$ cat config.mk
export PLATFORM = sky130hd
export DESIGN_NAME = mem_port_arbiter
export DESIGN_NICKNAME = d
export VERILOG_FILES = /design/src/rtl/mem_port_arbiter.sv
export SDC_FILE = /design/constraint.sdc
export NUM_CORES = 1
export LEC_CHECK = 0
export ABC_AREA = 1
export CAP_MARGIN = 20
export CORE_AREA = 3 3 255 257
export CTS_CLUSTER_DIAMETER = 200
export DETAILED_ROUTE_END_ITERATION = 7
export DIE_AREA = 0 0 258 260
export PLACE_DENSITY = 0.52
export SYNTH_ARGS = -nofsm -noshare
export SYNTH_HDL_FRONTEND = slang
export SYNTH_SLANG_ARGS = --single-unit
$ cat constraint.sdc
create_clock -name clk_i -period 2.33 [get_ports clk_i]
set_input_delay 0.466 -clock clk_i [delete_from_list [all_inputs] [get_ports clk_i]]
set_output_delay 0.466 -clock clk_i [all_outputs]
set_load 0.005 [all_outputs]
$ cat src/rtl/mem_port_arbiter.sv
// Arbitrates main-memory port 1 between I-cache refill and D-cache refill/write-back.
// One transaction in flight, round-robin on ties, timeout completion on a missing Ready.
module mem_port_arbiter #(
  parameter int unsigned BLOCKSIZE      = 128,
  parameter int unsigned ADDR_W         = 32,
  parameter int unsigned BYTE_ADDR_BITS = 4,
  parameter int unsigned TIMEOUT        = 15
) (
  input  logic                 clk_i,
  input  logic                 rst_ni,
  input  logic                 ireq_i,
  input  logic [ADDR_W-1:0]    iaddr_i,
  output logic                 iack_o,
  input  logic                 dreq_i,
  input  logic                 dwen_i,
  input  logic [ADDR_W-1:0]    daddr_i,
  input  logic [BLOCKSIZE-1:0] dwdata_i,
  output logic                 dack_o,
  output logic [BLOCKSIZE-1:0] rdata_o,
  output logic                 err_o,
  output logic                 mem_valid_o,
  output logic                 mem_wen_o,
  output logic [ADDR_W-1:0]    mem_raddr_o,
  output logic [ADDR_W-1:0]    mem_waddr_o,
  output logic [BLOCKSIZE-1:0] mem_wdata_o,
  input  logic                 mem_ready_i,
  input  logic [BLOCKSIZE-1:0] mem_rdata_i
);

  localparam int unsigned CntW = $clog2(TIMEOUT + 1);

  typedef enum logic [1:0] {StIdle, StIssue, StWait, StResp} state_e;

  state_e               state_q, state_d;
  logic                 owner_q;      // 1: D-cache owns the transaction
  logic                 last_d_q;     // 1: last completed grant went to D-cache
  logic                 wen_q;
  logic                 timed_out_q;
  logic [ADDR_W-1:0]    addr_q;
  logic [BLOCKSIZE-1:0] wdata_q;
  logic [BLOCKSIZE-1:0] rdata_q;
  logic [CntW-1:0]      cnt_q;
  logic                 grant_d;
  logic                 any_req;
  logic                 cnt_expired;

  logic unused_addr_bits;
  assign unused_addr_bits = ^{iaddr_i[BYTE_ADDR_BITS-1:0], daddr_i[BYTE_ADDR_BITS-1:0]};

  assign any_req     = ireq_i | dreq_i;
  assign cnt_expired = (cnt_q == CntW'(TIMEOUT - 1));
  // On a tie the requester that did not win last time is granted.
  assign grant_d     = (ireq_i && dreq_i) ? ~last_d_q : dreq_i;

  always_ff @(posedge clk_i or negedge rst_ni) begin
    if (!rst_ni) begin
      state_q <= StIdle;
    end else begin
      state_q <= state_d;
    end
  end

  always_comb begin
    state_d = state_q;
    unique case (state_q)
      StIdle:  if (any_req) state_d = StIssue;
      StIssue: state_d = StWait;
      StWait:  if (mem_ready_i || cnt_expired) state_d = StResp;
      StResp:  state_d = StIdle;
      default: state_d = StIdle;
    endcase
  end

  always_ff @(posedge clk_i or negedge rst_ni) begin
    if (!rst_ni) begin
      owner_q     <= 1'b0;
      last_d_q    <= 1'b0;
      wen_q       <= 1'b0;
      timed_out_q <= 1'b0;
      addr_q      <= '0;
      wdata_q     <= '0;
      rdata_q     <= '0;
      cnt_q       <= '0;
    end else begin
      unique case (state_q)
        StIdle: begin
          if (any_req) begin
            owner_q     <= grant_d;
            wen_q       <= grant_d & dwen_i;
            addr_q      <= grant_d ?
                           {daddr_i[ADDR_W-1:BYTE_ADDR_BITS], {BYTE_ADDR_BITS{1'b0}}} :
                           {iaddr_i[ADDR_W-1:BYTE_ADDR_BITS], {BYTE_ADDR_BITS{1'b0}}};
            wdata_q     <= grant_d ? dwdata_i : '0;
            cnt_q       <= '0;
            timed_out_q <= 1'b0;
          end
        end
        StWait: begin
          if (mem_ready_i) begin
            if (!wen_q) rdata_q <= mem_rdata_i;
          end else if (cnt_expired) begin
            timed_out_q <= 1'b1;
          end else begin
            cnt_q <= cnt_q + 1'b1;
          end
        end
        StResp:  last_d_q <= owner_q;
        default: ;
      endcase
    end
  end

  always_comb begin
    mem_valid_o = 1'b0;
    mem_wen_o   = 1'b0;
    mem_raddr_o = '0;
    mem_waddr_o = '0;
    mem_wdata_o = '0;
    iack_o      = 1'b0;
    dack_o      = 1'b0;
    err_o       = 1'b0;
    unique case (state_q)
      StIssue: begin
        mem_valid_o = 1'b1;
        mem_wen_o   = wen_q;
        mem_raddr_o = addr_q;
        mem_waddr_o = addr_q;
        mem_wdata_o = wdata_q;
      end
      StResp: begin
        iack_o = ~owner_q;
        dack_o = owner_q;
        err_o  = timed_out_q;
      end
      default: ;
    endcase
  end

  assign rdata_o = rdata_q;

endmodule
==> metrics.log <==
INFO  metric crit_path_start_kind = flop
INFO  metric initial_antenna_violation_count = 2
INFO  metric detailedPlace.worstSlack = 0.138 ns
INFO  metric area.growth.synth_to_final = 66.5%
INFO  metric num-nets-final = 2653
INFO  metric crit_path_max_incr_delay = 0.50 ns
INFO  metric crit_slowest_cell = sky130_fd_sc_hd__clkdlybuf4s50_1
INFO  metric floorplan.die.height = 260 um
INFO  metric ios = 651
INFO  metric power.ir.vdd_worst = 0.561 mV
INFO  metric top_ff_cell_synth = sky130_fd_sc_hd__dfrtp_1
INFO  metric grt_start_max_net_pins = 69
INFO  metric grt_pass1_wl = 76.9 mm
INFO  metric post_synth_num_cell_types = 20
INFO  metric drcViolationCount = 0
INFO  metric clk_pin_slew = 0.05 ns
INFO  metric clockRootBuffer = sky130_fd_sc_hd__clkbuf_16
INFO  metric final_util = 0.355
INFO  metric port-buffer-count = 634
INFO  metric crit_chain = inv_2 -> ha_4 -> buf_4 -> buf_12 -> nand2_1 -> inv_2 -> clkdlybuf4s50_1
INFO  metric timing.final.max_slew_violations = 0
INFO  metric clock-sinks = 294
INFO  metric post_drt_via_cell_ratio = 4.09
INFO  metric tns = -5.56 ns
INFO  metric core_area = 0.0630 sq mm
INFO  metric timing_hold_violations_final = 0
INFO  metric timing.critical_path.required = 1.86 ns
INFO  metric post_synthesis_cells = 1701
INFO  metric global_route.usage.total = 0.145
INFO  metric rsz0062_at_grt = true
INFO  metric synth-async-reset-ratio = 1.00
INFO  metric routed-wl-met2 = 24.3 mm
INFO  metric fin_hold_ws = 0.466 ns
INFO  metric syn_avg_cell_area = 7.90 sq um
INFO  metric wl_met3 = 4.98 mm
INFO  metric dr_total_vias = 13000
INFO  metric drt-wirelength-per-cell = 15.9 um
INFO  metric routed_met1_length = 20.0 mm
INFO  metric layout_setup_ws = -0.262 ns
INFO  metric timing.critical_path.arrival = 2.13 ns
INFO  metric tightest_slew = 0.604 ns
INFO  metric yosysWarningCount = 0
INFO  metric floorplan.rows = 92
INFO  metric path_common_cell = sky130_fd_sc_hd__inv_2
INFO  metric finalWeightedCongestion = 0.885
INFO  metric dr.first_iter.drc_count = 653
INFO  metric uppermost_routed_layer = met5
INFO  metric cts_inserted_buffers = 36
INFO  metric achievable-frequency = 0.386 GHz
INFO  metric routed_wirelength = 50.8 mm
INFO  metric critical_path_peak_fanout = 23
INFO  metric buffer_levels_on_the_longest_clock_path = 3
INFO  metric finalClockSkew = 0.0123 ns
INFO  metric violations = setup timing
INFO  metric die_x = 258 um
INFO  metric ant_nets = 0
INFO  metric netlist_area = 0.0134 sq mm
INFO  metric globalRoute.totalOverflow = 0
INFO  metric outcome = finished with violations
INFO  metric max-cap-violations = 0
INFO  metric detailed_place_hpwl = 37.3 mm
INFO  metric criticalPathCategory = flop to output pin
INFO  metric reg2regPathDepth = 10
INFO  metric powerDensity = 1130 mW/mm^2
INFO  metric timing.hold.worst.class = flop to flop
INFO  metric ys_ff_latch = 294
INFO  metric fp.dieArea = 0.0671 sq mm
INFO  metric total_leakage_power = 13.1 nW
INFO  metric floorplan.initialDensity = 0.213
INFO  metric worstHoldPathCells = 2
INFO  metric drt_pass1_iterations = 8
INFO  metric via_count_of_the_first_global_routing_pass = 13300
INFO  metric edff_count_synth = 0
INFO  metric timing.final.setup_violations = 42
INFO  metric cts_tree = yes
INFO  metric power = 0.0252 W
INFO  metric synth_sequential_area_ratio = 0.548
INFO  metric cts_max_level = 2
INFO  metric clock_latency_at_the_later_pin_of_the_worst_skew_pair = 0.52 ns
INFO  metric timing.slew.headroom = 0.597
INFO  metric fin_crit = 2.59 ns
INFO  metric timing.final.crit_share = 1.11
INFO  metric share_of_layout_cells_above_drive_strength_1 = 0.102
INFO  metric crit_path_end_kind = output pin
## per-layer routing
metal | global-route usage | up-vias
met5 | 0 | -
met4 | 0.0485 | 2
met3 | 0.0559 | 80
met2 | 0.245 | 509
met1 | 0.168 | 6127
li1 | - | 6317
## cell usage in the layout (no fill, tap or decap), drive strengths merged
cell,Yosys,final
a21oi,2,2
buf,108,101
bufinv,0,1
clkbuf,29,79
clkdlybuf4s15,0,36
clkdlybuf4s50,0,455
clkinv,0,5
conb,1,8
dfrtp,294,294
diode,0,1
dlygate4sd2,0,1
dlygate4sd3,0,1
dlymetal6s2s,0,92
ha,6,6
inv,298,297
nand2,600,600
nand3,190,190
nand3b,1,1
nor2,13,13
o21a,28,28
o21ai,129,129
o22ai,1,1
xnor2,1,1
## layout make-up
class	count	area [sq um]
Fill cell	6500	40600
Timing Repair Buffer	712	7400
Sequential cell	294	7360
Multi-Input combinational cell	979	4320
Inverter	298	1120
Tap cell	846	1060
Clock buffer	53	1060
Clock inverter	5	50.0
Antenna cell	1	2.50
## synthesized netlist by cell type, types with 3 or more instances
cell / n / area (sq um)
sky130_fd_sc_hd__buf_1: 3 / 11.3
sky130_fd_sc_hd__buf_2: 69 / 345
sky130_fd_sc_hd__buf_4: 36 / 270
sky130_fd_sc_hd__clkbuf_1: 29 / 109
sky130_fd_sc_hd__dfrtp_1: 294 / 7360
sky130_fd_sc_hd__ha_1: 6 / 75.1
sky130_fd_sc_hd__inv_1: 297 / 1110
sky130_fd_sc_hd__nand2_1: 599 / 2250
sky130_fd_sc_hd__nand3_1: 190 / 951
sky130_fd_sc_hd__nor2_1: 13 / 48.8
sky130_fd_sc_hd__o21a_1: 28 / 210
sky130_fd_sc_hd__o21ai_0: 128 / 641
## where the power goes
part	leakage (nW)	internal, W	switching, W
logic	8.81	0.00586	0.00540
registers	3.71	0.00730	0.00128
clock network	0.547	0.00322	0.00212
total	13.1	0.0164	0.00880
## logic make-up after synthesis
| kind of cell | after synthesis | synth area share |
|---|---|---|
| adders and majority gates | 6 | 0.00559 |
| AOI/OAI and AO/OA | 160 | 0.0652 |
| DFF | 294 | 0.548 |
| and+or+nand+nor | 804 | 0.243 |
| other | 1 | 0.000279 |
| xor gates and xnor gates | 1 | 0.000652 |
| buffers and inverters | 435 | 0.138 |
## metrics by stage
step | instances | instance area (sq um)
final | 3188 | 22400
after global routing | 3188 | 22400
after CTS | 3177 | 22100
after detailed placement | 3104 | 20900
after global placement | 3104 | 20900
after floorplan | 1708 | 13500
## timing repair
item | in CTS | in global routing
gates resized for setup | 215 | 177
buffers inserted | 12 | 7
gates cloned | 2 | 3
setup endpoints to repair | 189 | 185
hold endpoints to repair | 44 | 0
hold buffers | 1 | 0
## final timing paths
kind	startpoint	to	slack [ns]
max in group asynchronous	rst_ni	state_q[0]$_DFFE_PN0P_	1.06
min	rdata_o[7]$_DFFE_PN0P_	rdata_o[7]$_DFFE_PN0P_	0.47
min reg2reg	rdata_o[7]$_DFFE_PN0P_	rdata_o[7]$_DFFE_PN0P_	0.47
max reg2reg	state_q[0]$_DFFE_PN0P_	cnt_q[1]$_DFFE_PN0P_	0.30
min in group asynchronous	rst_ni	rdata_o[75]$_DFFE_PN0P_	0.48
max	state_q[1]$_DFFE_PN0P_	mem_raddr_o[17]	-0.26
## state kept, by name (all words and copies together), names as in the netlist
register and flops:
last_d_q 1, state_q 2, owner_q 1, timed_out_q 1, cnt_q 4, wdata_q 128
addr_q 28, rdata_o 128, wen_q 1
## worst max-delay path, delay by kind of cell (launching register included)
kind | cells | cell delay, ns
simple gates | 1 | 0.09
flops | 1 | 0.39
fa+ha+maj | 1 | 0.18
buf+inv | 5 | 0.95
(Power assumes the default switching activity.)
